$ cat src/rtl/fifo_stream_reader_if.sv
// Bundles the FIFO read port and the framed output stream of the drain stage.
// The master modport is the reader's view; the slave modport is the FIFO and consumer side.
interface fifo_stream_reader_if #(
  parameter int W_DATA = 8
);
  logic              fifo_empty;
  logic [W_DATA-1:0] fifo_rd_data;
  logic              fifo_rd;
  logic [W_DATA-1:0] out_data;
  logic              out_valid;
  logic              out_ready;
  logic              out_last;
  logic [7:0]        pkt_count;

  modport master (
    input  fifo_empty, fifo_rd_data, out_ready,
    output fifo_rd, out_data, out_valid, out_last, pkt_count
  );

  modport slave (
    output fifo_empty, fifo_rd_data, out_ready,
    input  fifo_rd, out_data, out_valid, out_last, pkt_count
  );
endinterface

$ cat src/rtl/fifo_stream_reader.sv
// Drains a synchronous FIFO into a 2-entry buffer and presents it as a framed
// valid/ready stream, never reading the FIFO while it is empty.
module fifo_stream_reader #(
  parameter int W_DATA  = 8,
  parameter int PKT_LEN = 4
) (
  input logic                  clk_i,
  input logic                  rst_ni,
  fifo_stream_reader_if.master bus
);
  localparam int                BEAT_W    = (PKT_LEN > 1) ? $clog2(PKT_LEN) : 1;
  localparam logic [BEAT_W-1:0] LAST_BEAT = BEAT_W'(PKT_LEN - 1);

  logic [W_DATA-1:0] entry_q [2];
  logic [W_DATA-1:0] entry_d [2];
  logic [1:0]        occ_q, occ_d;
  logic              inflight_q;
  logic [BEAT_W-1:0] beat_q, beat_d;
  logic [7:0]        pktCount_q, pktCount_d;

  logic       pop;
  logic       isLast;
  logic       rdReq;
  logic       tailIdx;
  logic [2:0] pending;

  // Reads are requested only while buffered plus in-flight words, after this
  // cycle's pop, leave room; that keeps occ + inflight <= 2 at all times.
  always_comb begin
    pop      = (occ_q != 2'd0) && bus.out_ready;
    isLast   = (beat_q == LAST_BEAT);
    pending  = {1'b0, occ_q} + {2'b0, inflight_q} - {2'b0, pop};
    rdReq    = rst_ni && !bus.fifo_empty && (pending < 3'd2);
    tailIdx  = occ_q[0] ^ pop;

    entry_d    = entry_q;
    occ_d      = pending[1:0];
    beat_d     = beat_q;
    pktCount_d = pktCount_q;

    if (pop) begin
      entry_d[0] = entry_q[1];
      entry_d[1] = '0;
      beat_d     = isLast ? '0 : beat_q + BEAT_W'(1);
      pktCount_d = pktCount_q + {7'd0, isLast};
    end
    if (inflight_q) begin
      entry_d[tailIdx] = bus.fifo_rd_data;
    end
  end

  always_ff @(posedge clk_i or negedge rst_ni) begin
    if (!rst_ni) begin
      entry_q[0] <= '0;
      entry_q[1] <= '0;
      occ_q      <= 2'd0;
      inflight_q <= 1'b0;
      beat_q     <= '0;
      pktCount_q <= 8'd0;
    end else begin
      entry_q    <= entry_d;
      occ_q      <= occ_d;
      inflight_q <= rdReq;
      beat_q     <= beat_d;
      pktCount_q <= pktCount_d;
    end
  end

  assign bus.fifo_rd   = rdReq;
  assign bus.out_valid = (occ_q != 2'd0);
  assign bus.out_data  = entry_q[0];
  assign bus.out_last  = (occ_q != 2'd0) && isLast;
  assign bus.pkt_count = pktCount_q;
endmodule

$ cat src/flat_wrapper.sv
// flat-port wrapper written by rule: the top's interface ports become plain ports
module fifo_stream_reader_flat 
#(
  parameter int W_DATA  = 8,
  parameter int PKT_LEN = 4
)
  (clk_i, rst_ni, bus_fifo_empty, bus_fifo_rd_data, bus_out_ready, bus_fifo_rd, bus_out_data, bus_out_valid, bus_out_last, bus_pkt_count);
  fifo_stream_reader_if #(.W_DATA(W_DATA)) bus_i ();
  input logic clk_i;
  input logic rst_ni;
  input wire logic [$bits(bus_i.fifo_empty)-1:0] bus_fifo_empty;
  input wire logic [$bits(bus_i.fifo_rd_data)-1:0] bus_fifo_rd_data;
  input wire logic [$bits(bus_i.out_ready)-1:0] bus_out_ready;
  output wire logic [$bits(bus_i.fifo_rd)-1:0] bus_fifo_rd;
  output wire logic [$bits(bus_i.out_data)-1:0] bus_out_data;
  output wire logic [$bits(bus_i.out_valid)-1:0] bus_out_valid;
  output wire logic [$bits(bus_i.out_last)-1:0] bus_out_last;
  output wire logic [$bits(bus_i.pkt_count)-1:0] bus_pkt_count;
  assign bus_i.fifo_empty = bus_fifo_empty;
  assign bus_i.fifo_rd_data = bus_fifo_rd_data;
  assign bus_i.out_ready = bus_out_ready;
  assign bus_fifo_rd = bus_i.fifo_rd;
  assign bus_out_data = bus_i.out_data;
  assign bus_out_valid = bus_i.out_valid;
  assign bus_out_last = bus_i.out_last;
  assign bus_pkt_count = bus_i.pkt_count;
  fifo_stream_reader #(.W_DATA(W_DATA), .PKT_LEN(PKT_LEN)) u_core (.clk_i(clk_i), .rst_ni(rst_ni), .bus(bus_i));
endmodule
$ cat config.mk
export PLATFORM = sky130hd
export DESIGN_NAME = fifo_stream_reader_flat
export DESIGN_NICKNAME = d
export VERILOG_FILES = /design/src/rtl/fifo_stream_reader_if.sv /design/src/rtl/fifo_stream_reader.sv /design/src/flat_wrapper.sv
export SDC_FILE = /design/constraint.sdc
export NUM_CORES = 1
export LEC_CHECK = 0
export BUFFER_PORTS_ARGS = -buffer_cell sky130_fd_sc_hd__buf_2
export CORE_MARGIN = 1.5
export CORE_UTILIZATION = 45
export DETAILED_ROUTE_END_ITERATION = 16
export GPL_TIMING_DRIVEN = 0
export MAX_ROUTING_LAYER = met4
export PLACE_DENSITY = 0.78
export SLEW_MARGIN = 20
export SYNTH_ARGS = -nofsm -noshare
export SYNTH_HDL_FRONTEND = slang
export SYNTH_SLANG_ARGS = --single-unit
$ cat constraint.sdc
create_clock -name clk_i -period 5.06 [get_ports clk_i]
set_clock_uncertainty 0.2 [all_clocks]
set_input_delay 1.012 -clock clk_i [delete_from_list [all_inputs] [get_ports clk_i]]
set_output_delay 1.012 -clock clk_i [all_outputs]
set_load 0.02 [all_outputs]
==> run metrics, run 1 <==
worst-skew pair later-pin latency 0.33 ns; CP required 3.85 ns; ANT cells 0; final period utilization 81.6%; post-synthesis simple-gate area fraction 11.3%; Slew HR 56.9%; hold path startpoint u_core.bus.pkt_count[7]; Reg clk slew, reported paths ~0.09 ns; kind of critical path input port to output pin; Pwr per Cell Area 537 nW/um^2; largest net degree at the start of global routing 31; FF-to-FF path depth 6; compound-cell area share of the yosys netlist under 10%; DRC errors left 0; Final ANT Viol Nets 0; Power, Total about 0.92 mW; Yosys cell types 25; Final Max Tran Viols 0; # resized after CTS 0; hold slack final roughly 0.29 ns; Die Width 59.1 um; CP bufs+invs 2; CP arrival 2.92 ns; sequential share of power between 30% and 40%; post-synthesis cell count 123; Hold EP u_core.bus.pkt_count[7]; GRT Total Usage 18.4%; Post-Syn Area 1420 um^2; synth-to-layout area growth 21.8%; Crit path top cell by count buf_2; fin nets 177; mux contribution to synthesized area 17.0%; wire per inst around 13 um; P_leak 1.05 nW; fin cells 205; vias per cell 4.73; vias in the first global route 1015; Net Switching 0.317 mW; Port-buffer cells 30; Post-Syn Nets 140; CP Launch Type input port; Avg Cell Area, Syn about 12 um^2; worst hold path class register to register; Die Area 3490 um^2; Post-Synth XOR/XNOR Area between 4 and 5%; Least-Margin Pin Slew 0.647 ns; WL final 2600 um; GRT overflow 0; CTS H-tree depth 2; CTS Root Cell clkbuf_4; first drt pass iteration count 4; switching share of power between 30% and 40%; Gate power share 36.9%; Hold Path Stages 1; Clock Power Share 25.5%; largest family of logic cells by synthesized area multiplexers; GPL Wtd Cong 0.768; Final TNS setup 0 ns; Peak VDD IR between 0.3 and 0.4 mV; slowest library cell on the worst path fa_1; RSZ-0062 raised after global routing no; setup bufs post-CTS 0; synthesized-area fraction occupied by adder cells 4.95%; critical path fanouts, max 5; Top Ports 31; Num CTS Buffers 5; CP endpoint kind output pin; first-pass GRT wire length 4570 um; Tmin final around 4.1 ns; reg2reg start u_core.occ_q[1]; Final Hold Viols 0; Iter 0 DRT Violations 48; Final setup viols 0; Syn. warnings 0; Register-to-Register Setup Slack 2.71 ns; fmax 242 MHz; Seq/Total Area, Yosys 51.3%; RR Endpoint u_core.inflight_q; row count 20; clock sinks 29; worst-case clock buffer depth 2; Die Y 59.1 um; Core Footprint between 3000 and 4000 um^2; CP top delay family simple AND/OR/NAND/NOR gates; cts hold-fix bufs 0; HPWL Detailed 1920 um; Max Cap Violations 0; crit-path max cell delay 0.39 ns; CP Cell Sequence buf_2, and3b_4, or2_2, ha_1, fa_1, xnor2_1, nor4b_1, buf_2; design internal power ~0.6 mW; status complete, no violations; total number of vias ~970; initial antenna violation count 0; share of cells above drive strength 1 32.3%; #FFs+latches synth 29; Post-Place Cells 197; CTS tree done; Initial Util between 40% and 50%
[through the flow]
| stage | utilization (%) | setup WS, ns | instance area, um^2 |
|---|---|---|---|
| after floorplan | - | 0.886 | 1420 |
| after global placement | 53.5 | 1.01 | 1620 |
| after detailed placement | 53.5 | 0.874 | 1620 |
| after CTS | 56.9 | 0.884 | 1720 |
| after global routing | 56.9 | 0.801 | 1720 |
| final | 56.9 | 0.933 | 1720 |
[area by class of cell]
cell class / instances / area (um^2)
Inverter: 10 / 37.5
Buffer: 11 / 80.1
Fill cell: 273 / 1310
Timing Repair Buffer: 30 / 150
Clock inverter: 3 / 65.1
Sequential cell: 29 / 726
Clock buffer: 5 / 37.5
Tap cell: 44 / 55.1
Multi-Input combinational cell: 73 / 572
[routing by layer]
metal | wire length (um) | up-vias | track usage [%]
li1 | - | 473 | -
met1 | 1130 | 464 | 22.0
met2 | 1300 | 29 | 29.7
met3 | 139 | 3 | 4.59
met4 | 27 | 0 | 7.79
met5 | 0 | - | -
[logic make-up (layout without fill, tap and decap cells)]
group,Yosys count,count (layout)
fa+ha+maj,5,5
simple gates,32,32
xor+xnor,7,7
buf+inv,21,59
mux,24,24
compound gates,5,5
flops,29,29
[sequential cells by signal, indices dropped and copies added (netlist names)]
| register | count |
|---|---|
| u_core.inflight_q | 1 |
| u_core.beat_q | 2 |
| u_core.bus.out_data | 8 |
| u_core.occ_q | 2 |
| u_core.entry_q | 8 |
| u_core.bus.pkt_count | 8 |
[Yosys cell counts, drive strengths merged]
library cell / count / area share (%)
a21o: 1 / 0.53
and2: 1 / 0.44
and3: 1 / 0.44
and3b: 1 / 0.88
buf: 10 / 5.4
clkbuf: 1 / 0.26
dfrtp: 29 / 51
fa: 1 / 1.4
ha: 4 / 3.5
inv: 10 / 2.7
mux2i: 24 / 17
nand2: 20 / 5.3
nand4: 3 / 1.3
nor2b: 1 / 0.44
nor3: 1 / 0.35
nor4b: 1 / 0.62
o2111a: 1 / 0.80
o21a: 1 / 0.53
o21ai: 2 / 0.97
or2: 2 / 0.88
or3b: 1 / 0.62
xnor2: 7 / 4.3
[power groups by stage]
stage          clock network (mW)  logic [mW]  registers [mW]
6_report                    0.236       0.342           0.347
5_1_grt                     0.251       0.380           0.357
4_1_cts                     0.242       0.347           0.347
3_5_place_dp                    0       0.345           0.352
3_3_place_gp                    0       0.329           0.345
2_1_floorplan                   0       0.245           0.351
[worst max-delay path by stage]
stage	cells after the start	from	slack [ns]	end
floorplan	6	bus_out_ready	0.89	bus_fifo_rd
global placement	8	bus_out_ready	1.01	bus_fifo_rd
detailed placement	8	bus_out_ready	0.87	bus_fifo_rd
CTS	8	bus_out_ready	0.88	bus_fifo_rd
global route	8	bus_out_ready	0.80	bus_fifo_rd
finish	8	bus_out_ready	0.93	bus_fifo_rd
[placed cells by master, fill, tap and decap left out]
master	count
nand4_1	3
o21a_1	1
clkinv_2	1
nor3_1	1
o2111a_1	1
dfrtp_1	29
and3_1	1
or3b_1	1
inv_1	10
o21ai_2	1
buf_2	31
ha_1	4
o21ai_0	1
and3b_4	1
xnor2_1	7
or2_2	2
nor4b_1	1
clkbuf_4	5
nor2b_1	1
bufinv_16	2
clkbuf_1	1
a21o_1	1
buf_4	8
buf_6	1
and2_1	1
nand2_1	20
fa_1	1
mux2i_1	24
No activity file was read; power rests on OpenSTA's default activity.
==> run 2: changes to the inputs <==
PLACE_DENSITY = 0.81   (was 0.78)
clock period = 3.3 ns   (was 5.06 ns; I/O delays follow)
==> run metrics, run 2 (same netlist as run 1, synthesis figures left out) <==
Final ANT Viol Nets 0; Pwr per Cell Area 756 nW/um^2; synth-to-layout area growth 21.7%; pre-CTS setup slack -0.0210 ns; most frequent cells in the layout buf_2 (30), dfrtp_1 (28), mux2i_1 (24), nand2_1 (20), buf_4 (12); Peak VDD IR approximately 0.42 mV; total number of vias 1008; HPWL Detailed 1900 um; CP endpoint kind output pin; switching share of power 37.8%; Tmin final 3.22 ns; cts hold-fix bufs 0; status complete, no violations; Gate power share 44.3%; Slew HR approximately 58%; P_leak 1.04 nW; worst hold path class input port to async pin; Final Core Density 56.9%; CTS Root Cell clkbuf_4; Top Ports 31; RSZ-0062 raised after global routing no; CTS H-tree depth 2; kind of critical path input port to output pin; Reg clk slew, reported paths 0.09 ns; fin cells 208; final worst setup slack about 0.084 ns; largest net degree at the start of global routing 31; critical path fanouts, max 5; Final setup viols 0; row count 20; Final Max Tran Viols 0; most common cell after layout, fill and taps aside buf_2; CP required 2.44 ns; Die Y 59.1 um; first-pass GRT wire length 4420 um; first drt pass iteration count 4; fin nets 180; CP Launch Type input port; CP arrival ~2.4 ns; Initial Util between 40% and 50%; Iter 0 DRT Violations 35; Core Footprint 3030 um^2; sequential share of power between 40% and 50%; vias in the first global route 1026; WL final around 2600 um; Power, Total 1.30 mW; initial antenna violation count 0; final period utilization 97.5%; DRC errors left 0; ANT cells 0; Clock Power Share between 10% and 20%; share of cells above drive strength 1 35.4%; Least-Margin Pin Slew 0.634 ns; Port-buffer cells 30; Num CTS Buffers 5; Max Cap Violations 0; Post-Place Cells 197; design internal power 0.809 mW; worst-skew pair later-pin latency between 0.3 and 0.4 ns; GPL Wtd Cong between 0.7 and 0.8; fmax approximately 310 MHz; clock sinks 29; vias per cell 4.85; Die Area around 3500 um^2; CTS tree done; GRT overflow 0; wire per inst around 13 um; Net Switching 0.492 mW; Final Hold Viols 0; Die Width 59.1 um; GRT Total Usage 17.9%; worst-case clock buffer depth 2
==> run 2: power by group through the flow <==
| stage | combinational (mW) | clock, mW | sequential, mW |
|---|---|---|---|
| detailed placement | 0.532 | 0 | 0.540 |
| finish | 0.577 | 0.202 | 0.523 |
| global route | 0.638 | 0.223 | 0.536 |
| global placement | 0.512 | 0 | 0.529 |
| floorplan | 0.383 | 0 | 0.539 |
| CTS | 0.561 | 0.207 | 0.527 |
==> run 2: metal layers <==
metal / vias up / routed length (um) / global-route usage, %
met3: 5 / 145 / 5.90
met5: - / 0 / -
li1: 479 / - / -
met4: 0 / 46 / 7.47
met2: 28 / 1350 / 30.2
met1: 496 / 1080 / 19.2
==> run 2: worst paths after layout <==
kind	from	endpoint	slack, ns	cells past startpoint
min in group clk_i	u_core.beat_q[1]	u_core.beat_q[1]	0.30	2
max in group asynchronous	rst_ni	u_core.occ_q[1]	2.30	1
hold / removal	rst_ni	u_core.beat_q[0]	0.14	1
setup reg to reg	u_core.occ_q[1]	u_core.inflight_q	1.12	6
setup / recovery	bus_out_ready	bus_fifo_rd	0.08	7
hold reg to reg	u_core.beat_q[1]	u_core.beat_q[1]	0.30	2
==> run 2: timing repair <==
action	CTS	global route
buffers inserted	1	2
pin swaps	2	1
setup endpoints to repair	1	1
endpoints found under the hold margin	0	0
gates resized for setup	4	2
==> run 2: worst max-delay path, stage by stage <==
cell and delay, ns:
buf_2 0.13, and3b_4 0.20, or2_4 0.25, ha_4 0.16, fa_2 0.45, nor4b_2 0.31
buf_4 0.19
==> run 2: stage by stage <==
stage / hold slack (ns) / setup TNS, ns / cell area, um^2
global route: 0.187 / 0 / 1720
CTS: 0.151 / 0 / 1700
finish: 0.142 / 0 / 1720
global placement: 0.260 / 0 / 1630
floorplan: 0.164 / 0 / 1420
detailed placement: 0.278 / -0.0210 / 1630
==> run 2: layout make-up <==
| class | count | area (um^2) |
|---|---|---|
| Buffer | 11 | 80.1 |
| Clock buffer | 6 | 41.3 |
| Clock inverter | 2 | 10.0 |
| Fill cell | 276 | 1310 |
| Inverter | 10 | 37.5 |
| Multi-Input combinational cell | 73 | 596 |
| Sequential cell | 29 | 727 |
| Tap cell | 44 | 55.1 |
| Timing Repair Buffer | 33 | 175 |
